<file path="src/rtl/mem_bus_arbiter.sv">
// mem_bus_arbiter
// ---------------------------------------------------------------------------
// Shares the single Sysbus memory port between two cache clients
// (client 0 = instruction cache, client 1 = data cache). A client owns the
// bus for one whole transaction:
//   read : address beat, then BEATS response beats
//   write: address beat, then BEATS write-data beats
// Contended grants alternate round-robin. While a grant is held every
// handshake is a combinational pass-through, so there is no added per-beat
// latency.
//
// Handshake rule (all channels): a beat transfers on a rising clk edge where
// the producer's *cyc and the consumer's *ack are both high. A producer holds
// its beat stable until that edge. Stalls of any length are allowed.
//
// Ports
//   clk, reset             clock, synchronous active-high reset
//   cN_bus_reqcyc/req/reqtag  in   client N request/write-data beat
//   cN_bus_reqack             out  beat accepted (owner only)
//   cN_bus_respcyc/resp/resptag out response beat (owner, reads only)
//   cN_bus_respack            in   client accepted response beat
//   m_bus_reqcyc/req/reqtag   out  request/write-data beat to memory
//   m_bus_reqack              in   memory accepted beat
//   m_bus_respcyc/resp/resptag in  response beat from memory
//   m_bus_respack             out  response accepted (owner's respack)
//   dbg_state, dbg_owner, dbg_is_write  out  FSM state for observation
// ---------------------------------------------------------------------------

// Normally provided by Sysbus.defs; the fallback keeps this file standalone.
`ifndef SYSBUS_WRITE
`define SYSBUS_WRITE 1'b1
`endif

module mem_bus_arbiter #(
    parameter int BUS_DATA_WIDTH = 64,
    parameter int BUS_TAG_WIDTH  = 13,
    parameter int BEATS          = 8
) (
    input  logic                      clk,
    input  logic                      reset,
    // client 0 (instruction cache)
    input  logic                      c0_bus_reqcyc,
    output logic                      c0_bus_reqack,
    input  logic [BUS_DATA_WIDTH-1:0] c0_bus_req,
    input  logic [BUS_TAG_WIDTH-1:0]  c0_bus_reqtag,
    output logic                      c0_bus_respcyc,
    input  logic                      c0_bus_respack,
    output logic [BUS_DATA_WIDTH-1:0] c0_bus_resp,
    output logic [BUS_TAG_WIDTH-1:0]  c0_bus_resptag,
    // client 1 (data cache)
    input  logic                      c1_bus_reqcyc,
    output logic                      c1_bus_reqack,
    input  logic [BUS_DATA_WIDTH-1:0] c1_bus_req,
    input  logic [BUS_TAG_WIDTH-1:0]  c1_bus_reqtag,
    output logic                      c1_bus_respcyc,
    input  logic                      c1_bus_respack,
    output logic [BUS_DATA_WIDTH-1:0] c1_bus_resp,
    output logic [BUS_TAG_WIDTH-1:0]  c1_bus_resptag,
    // memory side
    output logic                      m_bus_reqcyc,
    input  logic                      m_bus_reqack,
    output logic [BUS_DATA_WIDTH-1:0] m_bus_req,
    output logic [BUS_TAG_WIDTH-1:0]  m_bus_reqtag,
    input  logic                      m_bus_respcyc,
    output logic                      m_bus_respack,
    input  logic [BUS_DATA_WIDTH-1:0] m_bus_resp,
    input  logic [BUS_TAG_WIDTH-1:0]  m_bus_resptag,
    // debug
    output logic [1:0]                dbg_state,
    output logic                      dbg_owner,
    output logic                      dbg_is_write
);

    localparam int               CNT_W     = $clog2(BEATS) + 1;
    localparam logic [CNT_W-1:0] LAST_BEAT = CNT_W'(BEATS - 1);

    typedef enum logic [1:0] {
        IDLE  = 2'd0,
        ADDR  = 2'd1,
        WDATA = 2'd2,
        RDATA = 2'd3
    } state_t;

    state_t           state_q, state_d;
    logic             owner_q, owner_d;
    logic             last_grant_q, last_grant_d;
    logic             is_write_q, is_write_d;
    logic [CNT_W-1:0] cnt_q, cnt_d;

    // Signals of whichever client currently owns the bus.
    logic                      sel_reqcyc;
    logic [BUS_DATA_WIDTH-1:0] sel_req;
    logic [BUS_TAG_WIDTH-1:0]  sel_reqtag;
    logic                      sel_respack;

    assign sel_reqcyc  = owner_q ? c1_bus_reqcyc  : c0_bus_reqcyc;
    assign sel_req     = owner_q ? c1_bus_req     : c0_bus_req;
    assign sel_reqtag  = owner_q ? c1_bus_reqtag  : c0_bus_reqtag;
    assign sel_respack = owner_q ? c1_bus_respack : c0_bus_respack;

    // State register
    always_ff @(posedge clk) begin
        if (reset) begin
            state_q      <= IDLE;
            owner_q      <= 1'b0;
            last_grant_q <= 1'b1;  // first contended grant goes to client 0
            is_write_q   <= 1'b0;
            cnt_q        <= '0;
        end else begin
            state_q      <= state_d;
            owner_q      <= owner_d;
            last_grant_q <= last_grant_d;
            is_write_q   <= is_write_d;
            cnt_q        <= cnt_d;
        end
    end

    // Next-state logic
    always_comb begin
        state_d      = state_q;
        owner_d      = owner_q;
        last_grant_d = last_grant_q;
        is_write_d   = is_write_q;
        cnt_d        = cnt_q;
        case (state_q)
            IDLE: begin
                if (c0_bus_reqcyc || c1_bus_reqcyc) begin
                    if (c0_bus_reqcyc && c1_bus_reqcyc) begin
                        owner_d = ~last_grant_q;
                    end else begin
                        owner_d = c1_bus_reqcyc;
                    end
                    last_grant_d = owner_d;
                    cnt_d        = '0;
                    state_d      = ADDR;
                end
            end
            ADDR: begin
                if (!sel_reqcyc) begin
                    // Owner withdrew before the address was taken: drop the grant.
                    state_d = IDLE;
                end else if (m_bus_reqack) begin
                    is_write_d = (sel_reqtag[BUS_TAG_WIDTH-1] == `SYSBUS_WRITE);
                    state_d    = is_write_d ? WDATA : RDATA;
                end
            end
            WDATA: begin
                if (sel_reqcyc && m_bus_reqack) begin
                    if (cnt_q == LAST_BEAT) begin
                        cnt_d   = '0;
                        state_d = IDLE;
                    end else begin
                        cnt_d = cnt_q + CNT_W'(1);
                    end
                end
            end
            RDATA: begin
                if (m_bus_respcyc && sel_respack) begin
                    if (cnt_q == LAST_BEAT) begin
                        cnt_d   = '0;
                        state_d = IDLE;
                    end else begin
                        cnt_d = cnt_q + CNT_W'(1);
                    end
                end
            end
            default: state_d = IDLE;
        endcase
    end

    // Output logic: everything defaults to 0 so the non-owner and all idle
    // paths are quiet; the owner's paths are wired straight through.
    always_comb begin
        c0_bus_reqack  = 1'b0;
        c0_bus_respcyc = 1'b0;
        c0_bus_resp    = '0;
        c0_bus_resptag = '0;
        c1_bus_reqack  = 1'b0;
        c1_bus_respcyc = 1'b0;
        c1_bus_resp    = '0;
        c1_bus_resptag = '0;
        m_bus_reqcyc   = 1'b0;
        m_bus_req      = '0;
        m_bus_reqtag   = '0;
        m_bus_respack  = 1'b0;
        case (state_q)
            ADDR, WDATA: begin
                m_bus_reqcyc = sel_reqcyc;
                m_bus_req    = sel_req;
                m_bus_reqtag = sel_reqtag;
                if (owner_q) begin
                    c1_bus_reqack = m_bus_reqack;
                end else begin
                    c0_bus_reqack = m_bus_reqack;
                end
            end
            RDATA: begin
                m_bus_respack = sel_respack;
                if (owner_q) begin
                    c1_bus_respcyc = m_bus_respcyc;
                    c1_bus_resp    = m_bus_resp;
                    c1_bus_resptag = m_bus_resptag;
                end else begin
                    c0_bus_respcyc = m_bus_respcyc;
                    c0_bus_resp    = m_bus_resp;
                    c0_bus_resptag = m_bus_resptag;
                end
            end
            default: ;
        endcase
    end

    assign dbg_state    = state_q;
    assign dbg_owner    = owner_q;
    assign dbg_is_write = is_write_q;

endmodule

</file>
<file path="config.mk">
export PLATFORM = sky130hd
export DESIGN_NAME = mem_bus_arbiter
export DESIGN_NICKNAME = d
export VERILOG_FILES = /design/src/rtl/mem_bus_arbiter.sv
export SDC_FILE = /design/constraint.sdc
export NUM_CORES = 1
export LEC_CHECK = 0
export ABC_AREA = 1
export BUFFER_PORTS_ARGS = -buffer_cell sky130_fd_sc_hd__buf_2
export CAP_MARGIN = 20
export CORE_AREA = 2 2 187 189
export DETAILED_ROUTE_END_ITERATION = 10
export DIE_AREA = 0 0 189 191
export PLACE_DENSITY_LB_ADDON = 0.05
export SLEW_MARGIN = 40
export SYNTH_ARGS = -nofsm -noshare
export SYNTH_HDL_FRONTEND = slang
export SYNTH_SLANG_ARGS = --single-unit
</file>
<file path="constraint.sdc">
create_clock -name clk -period 1.25 [get_ports clk]
set_input_delay 0.0625 -clock clk [delete_from_list [all_inputs] [get_ports clk]]
set_output_delay 0.0625 -clock clk [all_outputs]
set_load 0.005 [all_outputs]
</file>
# [Word-level counts from Yosys, hierarchy flattened]
# Cells that the tools add are included.
[classes] n_addsub=1 n_eq_ne=8 n_mux=38 n_bitwise=1 n_reduce_logical=11
[ops] cell="$mux 64" n=6
[ops] cell="$mux 13" n=6
[ops] cell="$mux 4" n=4
[ops] cell="$mux 1" n=14
[ops] cell="$mux 2" n=6
[ops] cell="$pmux 4 s3" n=1
[ops] cell="$pmux 2 s4" n=1
[ops] cell="$reduce_and 4->1" n=2
[ops] cell="$ne 2x2->1 const B" n=3
[ops] cell="$add 4x1->4 const B" n=1
[ops] cell="$eq 2x2->1 const B" n=2
[ops] cell="$eq 4x3->1 const B" n=1
[ops] cell="$logic_and 1x1->1" n=3
[ops] cell="$ne 3x3->1 const B" n=1
[ops] cell="$reduce_and 3->1" n=1
[ops] cell="$reduce_bool 3->1" n=1
[ops] cell="$eq 2x1->1 const B" n=1
[ops] cell="$logic_not 2->1" n=1
[ops] cell="$reduce_and 2->1" n=1
[ops] cell="$reduce_or 2->1" n=1
[ops] cell="$logic_or 1x1->1" n=1
[ops] cell="$not 1->1" n=1
[totals] regBits=9 in_bits=239

# [Longest topological paths before layout]
[depth] ltp_word=5 depth_mapped=10 depth_no_buf=10

# [Worst setup path after synthesis]
# Ideal clock, no wire load.
[synth_path] path_type="register -> register" startpoint="reg state_q[0], in the netlist dbg_state[0]" endpoint="reg state_q[0], in the netlist dbg_state[0]" arrival_ps=1278 required_ps=1137 setup_slack_ps=-141 stages_incl_launch_ff=11 path_buffers=1 synth_period_minus_slack_ps=1391 path_cell_list="dfxtp_1 -> ha_1 -> buf_6 -> nor2_2 -> inv_1 -> o21ai_1 -> nand2_1 -> inv_1 -> nand3_1 -> nand2_1 -> nor2_1"
[synth_via] elab_chain_cells=3 word_cells_on_any_way=13
[synth_rtl] element="start, declared" line="84" rtl="state_t state_q, state_d;"
[synth_rtl] element="start signal, assigned" line="110" rtl="state_q <= state_d;"
[synth_rtl] element="$eq 2x1->1, or another cell as far along" line="125" rtl="case (state_q)"
[synth_rtl] element="$ne 3x3->1 (no source line), or another cell as far along"
[synth_rtl] element="$reduce_and 4->1 (no source line) or $pmux 2 s4 (tied branches)"
# Parallel ways exist; a longest one is shown, timed or not. The select of a mux whose other input is x is not followed.
# A chain may end at the register's enable or synchronous reset.

# [Worst setup path in the final report]
[layout_path] startpoint="reg state_q[0], in the netlist dbg_state[0]" endpoint="out m_bus_req[56]"
[layout_via] elab_chain_cells=3 word_cells_on_any_way=4
[layout_rtl] element="$eq 2x1->1 or $eq 2x2->1 (tied branches)" line="186" rtl="case (state_q)"
[layout_rtl] element="$reduce_or 2->1 *" line="186"
[layout_rtl] element="$mux 64 *" line="186"
[layout_rtl] element="end, declared" line="62" rtl="output logic [BUS_DATA_WIDTH-1:0] m_bus_req,"
# Mark *: on every way between the ends. The rest lies on a longest branch, timed or not.

==> impl_metrics.ini <==
[logic_synthesis]
synth.area.mux_share = 0
synth_xor_area_frac = 0
synthDistinctLibCells = 24
ys_ff_latch = 9
synth-simple-area-share = 0.531
synthAdderAreaFrac = 0.0321
ys_seq_area_frac = 0.0660
synth_top_family_by_area = simple AND/OR/NAND/NOR gates
synth_top_area_frac = 0.245
ys_warn_count = 0
synth_common_cells = nor2_1, nand2_1, inv_1, a21oi_1, clkbuf_1
synth_compound_area_frac = 0.170
syn_area_sq_um = 2730
synth_edf_count = 0
syn_area_per_cell_sq_um = 4.44
synth.area.top_cells = nor2_1, nand2_1, a21oi_1
syn_inst = 615
synth_area_leader_cell = nor2_1
yosysMostFrequentCell = nor2_1
synth_fp_nets = 861
async_flop_share = 0
synth_flop_cell = dfxtp_1

[clock_network]
cts_buffers = 3
cts_buffer_depth = 2
clkLatencyLatePin_ns = 0.24
cts_sinks = 9
ctsHoldBuffers = 0
h-tree-depth = 1
ctsRootBufferMaster = clkbuf_16
clk_pin_slew_ns = 0.04
cts_tree = yes

[layout]
drive_above_1_share = 0.637
fin_nets = 1375
area_growth_pct = 175
n_fill_cell = 4006
final_cells = 1587

[timing]
worstMarginPinSlew_ns = 0.235
max_freq_ghz = 0.661
setup_viol = 243
report.final.hold_viol_count = 0
tns_ns = -48.85
fin_crit_sh = 1.21
setup_ws_ns = -0.262
slew_violations = 0
slew_headroom = 0.843
rsz0062_at_grt = yes
fin_worst_skew_ns = 0.00396
min_period_ns = 1.51

[min_path]
min-delay-path-class = in -> reg
hp-start = reset

[critical_path]
cpMaxStageDelayCell = dfxtp_4
end_kind = output pin
crit_path_max_fanout = 22
worst_ep_required_time_ns = 1.19
critPathMaxStageDelay_ns = 0.36
path_class = reg -> out
r2r-start = dbg_state[1]
arrival_ns = 1.45
cp_cell_sequence = inv_2, ha_4, inv_8, buf_12, a21oi_1, buf_2
cp-startpoint = dbg_state[0]
start_kind = flop

[global_routing]
globalRoute.totalOverflow = 0
antenna_found_initial = 5
grt_pass1_wl_um = 32800
track_usage = 0.119
grt_max_degree = 33
grt_pass1_vias = 5486

[job]
cap_viol_max_count = 0

[power_and_ir_drop]
p_leak_nw = 4.46
power_per_cell_area_nw_per_um2 = 1110
vdd_drop_max_mv = 1.20

[die]
core_area_sq_um = 34100
dieHeight_um = 191
rows = 68
start_util = 0.0800
io_pins = 480
fp.dieW_um = 189
fp.dieArea_sq_um = 36100

[outcome]
violations = setup timing
outcome = finished with violations

[drt]
routed_wl_um = 24600
drc = 0
first_pass_iters = 4
wl_per_cell_um = 15.5
drtIter0Drc = 81
vias_per_cell = 3.58
ant_nets = 0
vias = 5685

[placement]
numPortBuffers = 479
dpl.cell_count = 1562
pre_cts_ws_ns = -0.260
globalplace.congestion = 0.805
hpwl_um = 20100
==> critical path: cells and delay by family (launching register included) <==
family | cells | cell delay (ns)
flip-flops | 1 | 0.36
AO/OA/AOI/OAI | 1 | 0.13
buffers and inverters | 4 | 0.41
adder cells (fa/ha/maj) | 1 | 0.29
==> cells in the final DEF, fill, tap and decap left out, types with 3 or more instances in the layout <==
cell type and n:
nor2_1 106, a21oi_1 34, dfxtp_4 3, a21oi_4 3
nand2_2 6, buf_12 16, nand2_4 8, ha_4 4
dfxtp_1 6, buf_16 4, nor2_2 33, nor2_4 40
inv_2 5, inv_1 87, buf_4 27, buf_2 465
nand2_1 164, buf_8 4, diode_2 4, a21oi_2 46
buf_6 29, nand3_2 3, clkbuf_16 9, nand3_1 5
==> cell type report <==
cell class | count | area (sq um) | share of cell area
flip-flops and latches | 9 | 191 | 0.0255
well taps | 455 | 569 | 0.0759
inverters | 95 | 374 | 0.0499
multi-input cells | 469 | 2780 | 0.370
clock buffers | 4 | 78.8 | 0.0105
repair buffers | 551 | 3500 | 0.466
diodes | 4 | 10.0 | 0.00133
==> cells by family (layout without fill, tap and decap cells) <==
| family | after synthesis | after routing |
|---|---|---|
| buffers and inverters | 137 | 650 |
| and+or+nand+nor | 374 | 374 |
| adders and majority gates | 7 | 7 |
| other | 0 | 4 |
| DFF | 9 | 9 |
| AOI/OAI and AO/OA | 88 | 88 |
==> report_power, final <==
part           leakage [nW]  switching (mW)  internal (mW)
combinational          4.34            3.89           3.32
sequential           0.0760           0.104          0.398
clock                0.0382           0.146          0.427
total                  4.46            4.14           4.15
==> path summary, 6_finish.rpt <==
| path | endpoint | slack (ns) | cells past startpoint |
|---|---|---|---|
| hold / removal | cnt_q[2] | 0.09 | 2 |
| hold reg to reg | last_grant_q | 0.47 | 2 |
| setup reg to reg | cnt_q[1] | -0.17 | 7 |
| setup / recovery | m_bus_req[56] | -0.26 | 6 |
==> sequential cells by signal (all words and copies together), names as in the netlist <==
name / cells
cnt_q: 4
last_grant_q: 1
dbg_is_write: 1
dbg_state: 2
dbg_owner: 1
==> per-layer routing <==
metal  global-route usage  routed length, um  up-vias  part of all wire
met1                0.120               8710     2513              0.35
met3               0.0246               1810       16             0.074
met5                    0                 13        -           0.00053
li1                     -                  -     2865                 -
met4               0.0204                272        2             0.011
met2                0.249              13800      289              0.56
==> repair_timing <==
item                                    in CTS  in global routing
pin swaps                                    3                 24
gates resized for setup                     53                204
endpoints found under the hold margin        0                  0
buffers inserted                             6                  3
endpoints found under the setup margin     245                246
cloned                                       3                  7
==> through the flow <==
step / total power [mW] / utilization / hold slack, ns / area, sq um
final: 8.29 / 0.220 / 0.0883 / 7500
after floorplan: 3.04 / - / 0.132 / 2770
after global placement: 6.51 / 0.180 / 0.339 / 6140
after CTS: 7.66 / 0.191 / 0.0798 / 6530
after detailed placement: 6.38 / 0.180 / 0.330 / 6140
after global routing: 9.07 / 0.220 / 0.101 / 7500
Note: power is estimated with default switching activity, not from simulation.
